--- config.mk ---
export PLATFORM = sky130hd
export DESIGN_NAME = screen_scanout
export DESIGN_NICKNAME = d
export VERILOG_FILES = /design/src/rtl/screen_scanout.sv
export SDC_FILE = /design/constraint.sdc
export NUM_CORES = 1
export LEC_CHECK = 0
export ABC_AREA = 1
export BUFFER_PORTS_ARGS = -buffer_cell sky130_fd_sc_hd__buf_2
export CORE_MARGIN = 8
export CORE_UTILIZATION = 46
export CTS_CLUSTER_DIAMETER = 60
export DETAILED_ROUTE_END_ITERATION = 6
export PLACE_DENSITY = 0.66
export SKIP_LAST_GASP = 1
export SYNTH_ARGS = -nofsm -noshare
export SYNTH_HDL_FRONTEND = slang
export SYNTH_SLANG_ARGS = --single-unit
--- constraint.sdc ---
create_clock -name clock -period 3.4 [get_ports clock]
set_input_delay 0.34 -clock clock [delete_from_list [all_inputs] [get_ports clock]]
set_output_delay 0.34 -clock clock [all_outputs]
set_load 0.005 [all_outputs]
--- src/rtl/screen_scanout.sv ---
`default_nettype none
// ------------------------------------------------------------------------
// screen_scanout : screen memory read sequencer -> gapless 1-bit pixel stream
// Rev 1.0
// ------------------------------------------------------------------------
module screen_scanout #(
  parameter int COLS_WORDS = 32,
  parameter int ROWS       = 256,
  parameter bit INVERT     = 1'b0
) (
  input  logic        clock,
  input  logic        rst_n,
  input  logic        start,
  input  logic        abort,
  output logic [12:0] r_address,
  input  logic [15:0] qb,
  output logic        pix,
  output logic        pix_valid,
  input  logic        pix_ready,
  output logic [8:0]  pix_x,
  output logic [7:0]  pix_y,
  output logic        sof,
  output logic        eol,
  output logic        busy,
  output logic        frame_done
);

  localparam int          c_words     = COLS_WORDS * ROWS;
  localparam logic [12:0] c_last_addr = 13'(c_words - 1);
  localparam logic [8:0]  c_last_x    = 9'(COLS_WORDS * 16 - 1);
  localparam logic [7:0]  c_last_y    = 8'(ROWS - 1);

  typedef enum logic [1:0] {
    S_IDLE   = 2'd0,
    S_PRIME0 = 2'd1,
    S_PRIME1 = 2'd2,
    S_STREAM = 2'd3
  } state_t;

  state_t      r_state;
  state_t      w_next_state;
  logic [15:0] r_shreg;
  logic [15:0] r_prefetch;
  logic        r_pre_full;
  logic [3:0]  r_bit_cnt;

  logic        w_hs;
  logic        w_last_px;
  logic [12:0] w_addr_next;

  assign w_hs        = pix_valid & pix_ready & (r_state == S_STREAM);
  assign w_last_px   = (pix_x == c_last_x) && (pix_y == c_last_y);
  // Address saturates at the last word so a trailing refill just re-reads it
  assign w_addr_next = (r_address == c_last_addr) ? r_address : r_address + 13'd1;

  assign pix  = pix_valid & (r_shreg[0] ^ INVERT);
  assign sof  = pix_valid && (pix_x == 9'd0) && (pix_y == 8'd0);
  assign eol  = pix_valid && (pix_x == c_last_x);
  assign busy = (r_state != S_IDLE);

  always_ff @(posedge clock or negedge rst_n) begin
    if (!rst_n) r_state <= S_IDLE;
    else        r_state <= w_next_state;
  end

  always_comb begin
    w_next_state = r_state;
    case (r_state)
      S_IDLE:   if (start) w_next_state = S_PRIME0;
      S_PRIME0: w_next_state = S_PRIME1;
      S_PRIME1: w_next_state = S_STREAM;
      S_STREAM: if (w_hs && w_last_px) w_next_state = S_IDLE;
      default:  w_next_state = S_IDLE;
    endcase
    if (abort) w_next_state = S_IDLE;
  end

  always_ff @(posedge clock or negedge rst_n) begin
    if (!rst_n) begin
      r_address  <= '0;
      pix_valid  <= 1'b0;
      pix_x      <= '0;
      pix_y      <= '0;
      frame_done <= 1'b0;
      r_shreg    <= '0;
      r_prefetch <= '0;
      r_pre_full <= 1'b0;
      r_bit_cnt  <= '0;
    end else if (abort) begin
      r_address  <= '0;
      pix_valid  <= 1'b0;
      pix_x      <= '0;
      pix_y      <= '0;
      frame_done <= 1'b0;
      r_pre_full <= 1'b0;
      r_bit_cnt  <= '0;
    end else begin
      frame_done <= 1'b0;
      case (r_state)
        S_IDLE: begin
          r_address <= '0;
          pix_valid <= 1'b0;
        end
        S_PRIME0: begin
          r_shreg   <= qb;
          r_address <= w_addr_next;
        end
        S_PRIME1: begin
          if (c_words > 1) begin
            r_prefetch <= qb;
            r_pre_full <= 1'b1;
            r_address  <= w_addr_next;
          end
          pix_valid <= 1'b1;
        end
        S_STREAM: begin
          // Refill runs the cycle after a word swap; the handshake block below wins on overlap
          if (!r_pre_full && (c_words > 1)) begin
            r_prefetch <= qb;
            r_pre_full <= 1'b1;
            r_address  <= w_addr_next;
          end
          if (w_hs) begin
            if (w_last_px) begin
              pix_valid  <= 1'b0;
              frame_done <= 1'b1;
              r_address  <= '0;
              pix_x      <= '0;
              pix_y      <= '0;
              r_bit_cnt  <= '0;
              r_pre_full <= 1'b0;
            end else begin
              r_bit_cnt <= r_bit_cnt + 4'd1;
              if (pix_x == c_last_x) begin
                pix_x <= '0;
                pix_y <= pix_y + 8'd1;
              end else begin
                pix_x <= pix_x + 9'd1;
              end
              if (r_bit_cnt == 4'hF) begin
                r_shreg    <= r_prefetch;
                r_pre_full <= 1'b0;
              end else begin
                r_shreg <= {1'b0, r_shreg[15:1]};
              end
            end
          end
        end
        default: ;
      endcase
    end
  end

endmodule
`default_nettype wire

==> results of run 1 <==
## sequential cells by signal (all words and copies together), names as in the netlist
register    flops
frame_done      1
pix_valid       1
pix_x           9
pix_y           8
r_address      13
r_bit_cnt       4
r_pre_full      1
r_prefetch     16
r_shreg        16
r_state         2
## layout by cell type, fill, tap and decap left out, types with 2 or more instances in the layout
cell and count:
nand2_1 134, dfrtp_1 71, buf_2 56, o21ai_0 44, nor2_1 41, inv_1 40
nand3_1 40, a21oi_1 14, ha_1 10, clkbuf_8 10, o21ai_1 9, nor3_1 8
mux2_4 8, nand2_2 7, a21oi_2 7, mux2_2 7, nand4_1 6, xor2_1 6
nor2_4 3, inv_2 3, nand3_2 3, buf_4 3, nor2_2 2, nand4_2 2
xnor2_1 2
## worst max-delay path, delay by kind of cell, from the launching register on
family / cells / cell delay (ns)
compound gates: 1 / 0.36
fa+ha+maj: 2 / 0.46
buf+inv: 1 / 0.07
flops: 1 / 0.41
simple gates: 6 / 0.89
## layout make-up
type / instances / area share, %
clock inverters: 4 / 1.20
well taps: 108 / 2.95
flip-flops and latches: 71 / 38.9
inverters: 46 / 3.86
repair buffers: 59 / 6.62
clock buffers: 11 / 3.09
multi-input cells: 365 / 43.4
## power breakdown
group | total [uW] | leakage [uW] | internal (uW) | switching, uW
combinational | 696 | 0.00122 | 311 | 385
sequential | 1200 | 0.000927 | 1060 | 142
clock | 694 | 0.0000960 | 359 | 334
## how the worst max path moves through the flow
stage | end | slack (ns)
2_1_floorplan | pix_y[6] | 1.40
3_3_place_gp | r_shreg[10] | 1.22
3_5_place_dp | r_shreg[3] | 1.08
4_1_cts | r_shreg[3] | 1.08
5_1_grt | r_shreg[3] | 0.83
6_report | r_shreg[3] | 1.09
## layer usage
metal	up-vias	part of all wire [%]	global-route usage, %
met2	71	48	26.4
met4	0	1.9	7.23
met5	-	0	0
met3	15	4.8	3.17
li1	1729	-	-
met1	1631	45	20.4
## through the flow
step	util (%)	total power [uW]
6_report	53.0	2590
5_1_grt	53.0	2750
2_1_floorplan	-	1730
4_1_cts	53.0	2610
3_5_place_dp	50.7	1910
3_3_place_gp	50.7	1890
## kinds of logic (layout without fill, tap and decap cells)
kind of cell	after synthesis	after routing	synth area share (%)
AOI/OAI and AO/OA	77	77	10.3
DFF	71	71	43.9
muxes	15	15	4.92
xor gates and xnor gates	8	8	1.73
buffers and inverters	61	120	6.96
and+or+nand+nor	255	255	29.1
adders and majority gates	10	10	3.09
==> flow_summary_export.csv, run 1 <==
group,metric,value,unit
setup_path,crit_type,"reg2reg",
synthesis,synthArstFlopShare,100,%
cells_and_area,fin_area,4570,um^2
synthesis,synth-edff-count,0,
setup_path,cp_slowest_stage_delay,0.43,ns
routing,drt-wirelength-per-cell,14.0,um
cts,cts_made_buffers,9,
setup_path,startpoint,"pix_x[0]",
synthesis,yosys.cell_types.count,42,
routing,viasPerCell,5.19,
run,drv_cap,0,
setup_path,required,3.65,ns
setup_path,crit_fanout,32,
synthesis,yosys_warnings,0,
synthesis,synth_common_cells,"134 x nand2_1, 71 x dfrtp_1, 44 x o21ai_0",
placed_design,place_area,4380,um^2
setup_path,timing.rr.end,"r_shreg[3]",
grt,grt_max_degree,38,
grt,antenna_found_initial,0,
cts,root_buffer,"clkbuf_8",
cts,ctsHoldBuffers,0,
placed_design,place.port_buffers,56,
timing,hold_slack,0.0964,ns
floorplanning,die_x,110,um
synthesis,syn_area,4040,um^2
placed_design,gp_congestion,0.819,
routing,drc_errors,0,
grt,grt_usage,16.2,%
timing,setup_tns,0,ns
placed_design,placedCellCount,649,
setup_path,critPathCaptureType,"register",
cells_and_area,diodes,0,
setup_path,r2r_slack,1.09,ns
timing,finClkSkew,0.0113,ns
synthesis,syn_inst,497,
floorplanning,coreArea,8640,um^2
timing,max_freq,433,MHz
power_and_ir_drop,leakage,0.00224,uW
floorplanning,die_area,12000,um^2
cts,cts_setup_buffers,0,
timing,finalSetupViolations,0,
setup_path,slowest_stage,"nand3_2",
timing,min_period,2.31,ns
timing,setup_ws,1.09,ns
setup_path,startpoint_type,"register",
synthesis,yosys-top-cells-area,"dfrtp_1 44%, nand2_1 12%, o21ai_0 5.4%, nand3_1 5.0%, nor2_1 3.8%",
cells_and_area,nets,583,
synthesis,synthDominantCellAreaShare,43.9,%
synthesis,yosysMostFrequentCell,"nand2_1",
cts,clk_latency,0.36,ns
cts,post_cts_resized,0,
placed_design,hpwl,6.70,mm
synthesis,synth_area_per_cell,8.14,um^2
timing,slew-limit-headroom,41.3,%
synthesis,synth_seq_cells,71,
setup_path,r2r_cells,10,
cts,clkTransAtPathRegs,0.08,ns
routing,dr.pass1.iters,4,
synthesis,seq_area_frac_synth,43.9,%
floorplanning,io_pins,57,
status,status,"finished, final reports clean",
timing,finalHoldViolations,0,
routing,ant_nets,0,
floorplanning,std_cell_rows,34,
placed_design,pre_cts_slack,1.08,ns
cells_and_area,final_layout_size_suffix_gt1_share,22.1,%
cts,cts_buffer_depth,2,
setup_path,cp_cell_sequence,"ha_1, inv_1, nor3_1, and2_1, ha_1, nand3_1, nand2_1, nand2_1, nand3_2, o21ai_0",
hold_path,hp-class,"in2async",
synthesis,yosysTopAreaCell,"dfrtp_1",
floorplanning,start_util,46.8,%
cells_and_area,stdcell_count,664,
timing,rsz0062_at_grt,"false",
timing,worstMarginPinSlew,0.881,ns
cts,cts-htree-levels,3,
timing,period_share,67.9,%
cells_and_area,multi_input_area,1990,um^2
synthesis,synthesis.nets,528,
cells_and_area,fill_cells,834,
setup_path,timing.rr.start,"pix_x[0]",
timing,drv_slew,0,
grt,grt_pass1_wl,15.6,mm
setup_path,crit_arrival,2.56,ns
cells_and_area,seq_area,1780,um^2
routing,drt_iter0_drc,166,
synthesis,synthFlopType,"dfrtp_1",
floorplanning,fp.dieH,110,um
cts,cts_sinks,71,
grt,grt_pass1_vias,3337,
power_and_ir_drop,p_per_area,567,nW/um^2
power_and_ir_drop,irDropWorstVdd,0.247,mV
cells_and_area,syn_to_final_growth,13.1,%
cts,cts_tree,"yes",
grt,grt_overflow_total,0,
routing,drt-total-wl,9.33,mm
routing,via_count,3446,
Power figures use the tool's default switching activity.
==> inputs of run 2 (changes only) <==
Settings changed: PLACE_DENSITY 0.66 to 0.69.
Clock period 3.4 ns to 2.1 ns, I/O delays scaled along.
==> run 2 against run 1 <==
First-iteration DRC count down 4.8%. Maximum frequency is 19% higher. Cell area grew 4.2%. Utilization is 2.2 points higher. Largest power group unchanged. Critical path depth is 1 higher. Highest routed layer unchanged.
==> flow_summary_export.csv, run 2 (synthesis results as in run 1) <==
group,metric,value,unit
timing,finalHoldViolations,0,
power_and_ir_drop,irDropWorstVdd,0.459,mV
hold_path,hold_depth,2,
routing,drc_errors,0,
grt,grt_pass1_vias,3333,
routing,drt-total-wl,9.48,mm
cells_and_area,nets,594,
placed_design,hpwl,6.60,mm
cells_and_area,layout_common_cells,"134 x nand2_1, 71 x dfrtp_1, 56 x buf_2",
setup_path,startpoint_type,"register",
routing,dr.pass1.iters,4,
setup_path,crit_top_cell,"inv_1",
cts,cts_buffer_depth,2,
cells_and_area,final_common_cell,"nand2_1",
routing,viasPerCell,5.21,
floorplanning,start_util,46.8,%
floorplanning,fp.dieH,110,um
power_and_ir_drop,clkPwrFrac,28.0,%
setup_path,crit_arrival,2.22,ns
routing,ant_nets,0,
cells_and_area,final_layout_size_suffix_gt1_share,24.6,%
cells_and_area,syn_to_final_growth,17.9,%
cells_and_area,seq_area,1780,um^2
timing,period_share,92.7,%
cells_and_area,fill_cells,810,
setup_path,crit_type,"reg2reg",
grt,grt_overflow_total,0,
setup_path,cp_cell_sequence,"ha_2, inv_1, nor3_2, and2_4, ha_4, or2_2, nand2_4, inv_1, nand2_1, o22ai_1, a21oi_1",
cts,cts_setup_buffers,0,
timing,worstMarginPinSlew,0.388,ns
grt,grt_max_degree,72,
setup_path,r2r_cells,11,
timing,slew-limit-headroom,74.1,%
grt,grt_pass1_wl,15.6,mm
setup_path,required,2.37,ns
timing,hold_slack,0.104,ns
cells_and_area,reg.largest.list,"r_prefetch (16), r_shreg (16), r_address (13)",
hold_path,hold_end,"r_prefetch[8]",
floorplanning,coreArea,8640,um^2
placed_design,gp_congestion,0.845,
floorplanning,std_cell_rows,34,
power_and_ir_drop,p_total,4390,uW
timing,drv_slew,0,
power_and_ir_drop,internal_power,2990,uW
hold_path,hp-class,"in2reg",
cts,cts_sinks,71,
power_and_ir_drop,p_per_area,921,nW/um^2
routing,via_count,3519,
power_and_ir_drop,swShare,31.9,%
cts,cts_made_buffers,9,
cts,cts-htree-levels,3,
cells_and_area,diodes,0,
cells_and_area,multi_input_area,2030,um^2
power_and_ir_drop,leakage,0.00232,uW
routing,drt_iter0_drc,158,
floorplanning,die_area,12000,um^2
hold_path,holdCritStartpoint,"qb[8]",
setup_path,cp_slowest_stage_delay,0.39,ns
power_and_ir_drop,combPwrFrac,28.0,%
grt,antenna_found_initial,0,
timing,finalSetupViolations,0,
status,status,"finished, final reports clean",
power_and_ir_drop,power.switching,1400,uW
cts,cts_tree,"yes",
setup_path,crit_fanout,10,
setup_path,slowest_stage,"dfrtp_1",
power_and_ir_drop,power_frac_seq,44.0,%
floorplanning,die_x,110,um
setup_path,timing.rr.start,"pix_x[0]",
setup_path,timing.rr.end,"pix_y[3]",
setup_path,critPathCaptureType,"register",
routing,drt-wirelength-per-cell,14.0,um
timing,finClkSkew,0.00922,ns
grt,grt_usage,16.2,%
setup_path,critPathTopFamily,"simple AND/OR/NAND/NOR gates",
setup_path,r2r_slack,0.15,ns
run,drv_cap,0,
cts,root_buffer,"clkbuf_8",
cts,clkTransAtPathRegs,0.08,ns
setup_path,path_buf_inv,2,
timing,rsz0062_at_grt,"false",
timing,max_freq,514,MHz
placed_design,place.port_buffers,56,
timing,min_period,1.95,ns
floorplanning,io_pins,57,
cts,clk_latency,0.35,ns
## run 2: area by class of cell
type | instances | area share, %
inverter | 46 | 3.70
timing repair buffer | 70 | 9.03
multi-input combinational | 365 | 42.5
tap | 108 | 2.83
clock buffer | 11 | 2.97
sequential | 71 | 37.3
clock inverter | 5 | 1.71
## run 2: layer usage
metal | share of wire (%) | vias up | track usage [%] | wire [um]
li1 | - | 1766 | - | -
met1 | 45 | 1660 | 20.4 | 4300
met2 | 48 | 82 | 26.3 | 4530
met3 | 5.4 | 11 | 3.46 | 513
met4 | 1.5 | 0 | 7.04 | 138
met5 | 0 | - | 0 | 0
## run 2: worst max-delay path by stage
stage	from	endpoint	cells after the start
finish	pix_x[0]	pix_y[3]	11
global route	pix_x[0]	r_shreg[3]	12
CTS	pix_x[0]	pix_y[3]	11
detailed placement	pix_x[0]	r_address[6]	10
global placement	pix_x[0]	r_address[7]	10
floorplan	pix_x[0]	pix_y[6]	11
## run 2: power groups by stage
| stage | combinational (uW) | clock (uW) | sequential (uW) |
|---|---|---|---|
| after floorplan | 899 | 0 | 1900 |
| after global placement | 1160 | 0 | 1930 |
| after detailed placement | 1210 | 0 | 1940 |
| after CTS | 1210 | 1250 | 1920 |
| after global routing | 1380 | 1320 | 1970 |
| final | 1230 | 1230 | 1930 |
## run 2: stage by stage
stage	worst slack, ns	instances	setup TNS (ns)	area, um^2	util [%]
finish	0.153	676	0	4770	55.2
global route	0.00922	676	0	4770	55.2
CTS	0.0540	675	0	4710	54.5
detailed placement	-0.00530	658	-0.00530	4470	51.8
global placement	0.0531	658	0	4470	51.8
floorplan	0.0986	497	0	4040	-
## run 2: timing repair
action / CTS / global route
endpoints found under the hold margin: 71 / 0
endpoints found under the setup margin: 5 / 42
gates cloned: 0 / 1
hold buffers: 1 / 0
resized for setup: 2 / 7
==> inputs of run 3 (changes only) <==
Settings changed: ABC_AREA 1 to default.
==> run 3 against run 2 <==
The run now ends with setup timing left. Synthesized cell count fell by 21%. Sequential power barely moved. Critical path depth fell by 1. Global-route usage rose by 0.22 points. First-iteration DRC count fell by 13%. Utilization rose by 4.5 points. Routed wire length fell by 0.65%. Die area fell by 6.4%. Register-to-register slack got worse by 0.21 ns. Via count fell by 7.2%. Cell area rose by 0.79%. Clock power fell by 11%. Critical endpoint is now r_address[7].
==> flow_summary_export.csv, run 3 <==
group,metric,value,unit
cts,cts_made_buffers,9,
timing,slew-limit-headroom,64.6,%
timing,setup_tns,-0.409,ns
timing,worstMarginPinSlew,0.527,ns
setup_path,startpoint_type,"register",
floorplanning,coreArea,8050,um^2
setup_path,r2r_cells,10,
grt,grt_max_degree,72,
floorplanning,die_area,11300,um^2
timing,rsz0062_at_grt,"true",
placed_design,place.port_buffers,56,
hold_path,hold_depth,2,
grt,grt_pass1_vias,3195,
cells_and_area,stdcell_count,588,
timing,min_period,2.16,ns
cells_and_area,syn_to_final_growth,28.4,%
timing,max_freq,464,MHz
power_and_ir_drop,leakage,0.00227,uW
setup_path,crit_type,"reg2reg",
cts,root_buffer,"clkbuf_8",
setup_path,critPathCaptureType,"register",
cts,cts_sinks,71,
routing,via_count,3266,
placed_design,gp_congestion,0.876,
routing,drt-wirelength-per-cell,16.0,um
routing,drt_iter0_drc,137,
synthesis,yosys.cell_types.count,50,
cts,cts_buffer_depth,2,
routing,drt-total-wl,9.42,mm
synthesis,syn_inst,395,
power_and_ir_drop,p_per_area,968,nW/um^2
power_and_ir_drop,irDropWorstVdd,0.489,mV
synthesis,syn_area,3740,um^2
routing,viasPerCell,5.55,
timing,period_share,103,%
cells_and_area,final_util,59.7,%
run,drv_cap,0,
floorplanning,io_pins,57,
grt,grt_pass1_wl,15.3,mm
synthesis,seq_area_frac_synth,47.5,%
floorplanning,die_x,106,um
synthesis,synth_seq_cells,71,
hold_path,hp-class,"in2reg",
cells_and_area,seq_area,1780,um^2
cells_and_area,nets,509,
timing,finalSetupViolations,21,
cts,clkTransAtPathRegs,0.08,ns
synthesis,yosysTopAreaCell,"dfrtp_1",
status,status,"finished, violations left",
synthesis,yosysMostFrequentCell,"dfrtp_1",
timing,drv_slew,0,
placed_design,hpwl,6.08,mm
timing,setup_ws,-0.0564,ns
placed_design,placedCellCount,564,
synthesis,synthFlopType,"dfrtp_1",
cells_and_area,reg.largest.list,"r_prefetch (16), r_shreg (16), r_address (13)",
synthesis,synth-edff-count,0,
synthesis,synth_common_cells,"71 x dfrtp_1, 50 x nor2_1, 41 x nand2_1",
cells_and_area,fin_area,4800,um^2
synthesis,synthesis.nets,426,
synthesis,yosys-top-cells-area,"dfrtp_1 47%, a21oi_1 5.1%, nor2_1 5.0%, mux2i_1 4.3%, nand2_1 4.1%",
timing,hold_slack,0.0891,ns
timing,finClkSkew,0.0113,ns
cts,clk_latency,0.35,ns
synthesis,synthArstFlopShare,100,%
floorplanning,start_util,46.5,%
timing,finalHoldViolations,0,
routing,drc_errors,0,
synthesis,synthDominantCellAreaShare,47.5,%
cells_and_area,diodes,0,
floorplanning,std_cell_rows,33,
cells_and_area,final_common_cell,"dfrtp_1",
cts,cts_tree,"yes",
setup_path,crit_arrival,2.39,ns
setup_path,required,2.33,ns
synthesis,synth_area_per_cell,9.47,um^2
floorplanning,fp.dieH,106,um
placed_design,place_area,4320,um^2
cells_and_area,layout_common_cells,"71 x dfrtp_1, 56 x buf_2, 48 x nor2_1",
cts,cts-htree-levels,3,
status,violations,"setup timing",
cells_and_area,final_layout_size_suffix_gt1_share,32.5,%
cells_and_area,multi_input_area,2020,um^2
cells_and_area,fill_cells,699,
grt,grt_usage,16.4,%
routing,dr.pass1.iters,4,
grt,grt_overflow_total,0,
synthesis,yosys_warnings,0,
routing,ant_nets,0,
setup_path,crit_fanout,6,
grt,antenna_found_initial,0,
run 3: changes by cell type after synthesis, sizes merged, moves of 4 or more:
cell | previous run | this run
nand3 | 44 | 7
a41oi | 0 | 4
nand3b | 1 | 5
mux2i | 0 | 16
or3 | 0 | 5
nand2 | 142 | 41
a21oi | 21 | 38
nor2 | 46 | 51
inv | 44 | 11
o21ai | 53 | 31
run 3: kinds of logic after synthesis:
family / synth area share [%]
simple gates: 19.0
flops: 47.5
xor+xnor: 3.04
fa+ha+maj: 3.34
mux: 9.10
compound gates: 14.1
buf+inv: 3.88
run 3: layout make-up:
cell class | count | share of cell area [%]
clock buffer | 9 | 2.58
inverter | 11 | 0.859
multi-input combinational | 293 | 42.1
timing repair buffer | 92 | 13.3
tap | 105 | 2.73
clock inverter | 7 | 1.48
sequential | 71 | 37.0
run 3: layer usage:
metal	GRT usage [%]	share of wire, %
met3	4.54	4.9
met5	0	0
met1	20.6	44
met2	26.4	49
met4	6.13	2.0
run 3: path summary, 6_finish.rpt:
path	from	slack, ns	to
worst max-delay path	pix_x[4]	-0.06	r_address[7]
worst min-delay path	qb[11]	0.09	r_prefetch[11]
worst max register to register	pix_x[4]	-0.06	r_address[7]
worst min register to register	r_shreg[8]	0.49	r_shreg[8]
max in group asynchronous	rst_n	1.37	r_address[5]
min in group asynchronous	rst_n	0.41	pix_y[3]
run 3: power breakdown:
group          leakage, uW  switching, uW  internal [uW]
logic              0.00125            818            791
clock network    0.0000916            556            548
registers         0.000932            234           1700
run 3: through the flow:
| step | power, uW | setup slack (ns) |
|---|---|---|
| floorplan | 2820 | -0.157 |
| global placement | 3130 | -0.116 |
| detailed placement | 3190 | -0.213 |
| CTS | 4330 | -0.0712 |
| global route | 4940 | -0.196 |
| finish | 4650 | -0.0564 |
run 3: timing repair:
item,in CTS,in global routing
endpoints found under the hold margin,71,0
hold buffers,1,0
pin swaps,7,10
cloned,0,4
endpoints found under the setup margin,42,42
buffers inserted,2,1
gates resized for setup,8,40
run 3: worst max-delay path: stages (launching register included):
cell,delay (ns)
dfrtp_1,0.37
nand3_2,0.10
or3_4,0.36
nor2_4,0.12
ha_4,0.15
nand4_4,0.15
o32ai_4,0.30
buf_6,0.18
a211oi_2,0.05
a31oi_4,0.19
a21oi_2,0.06
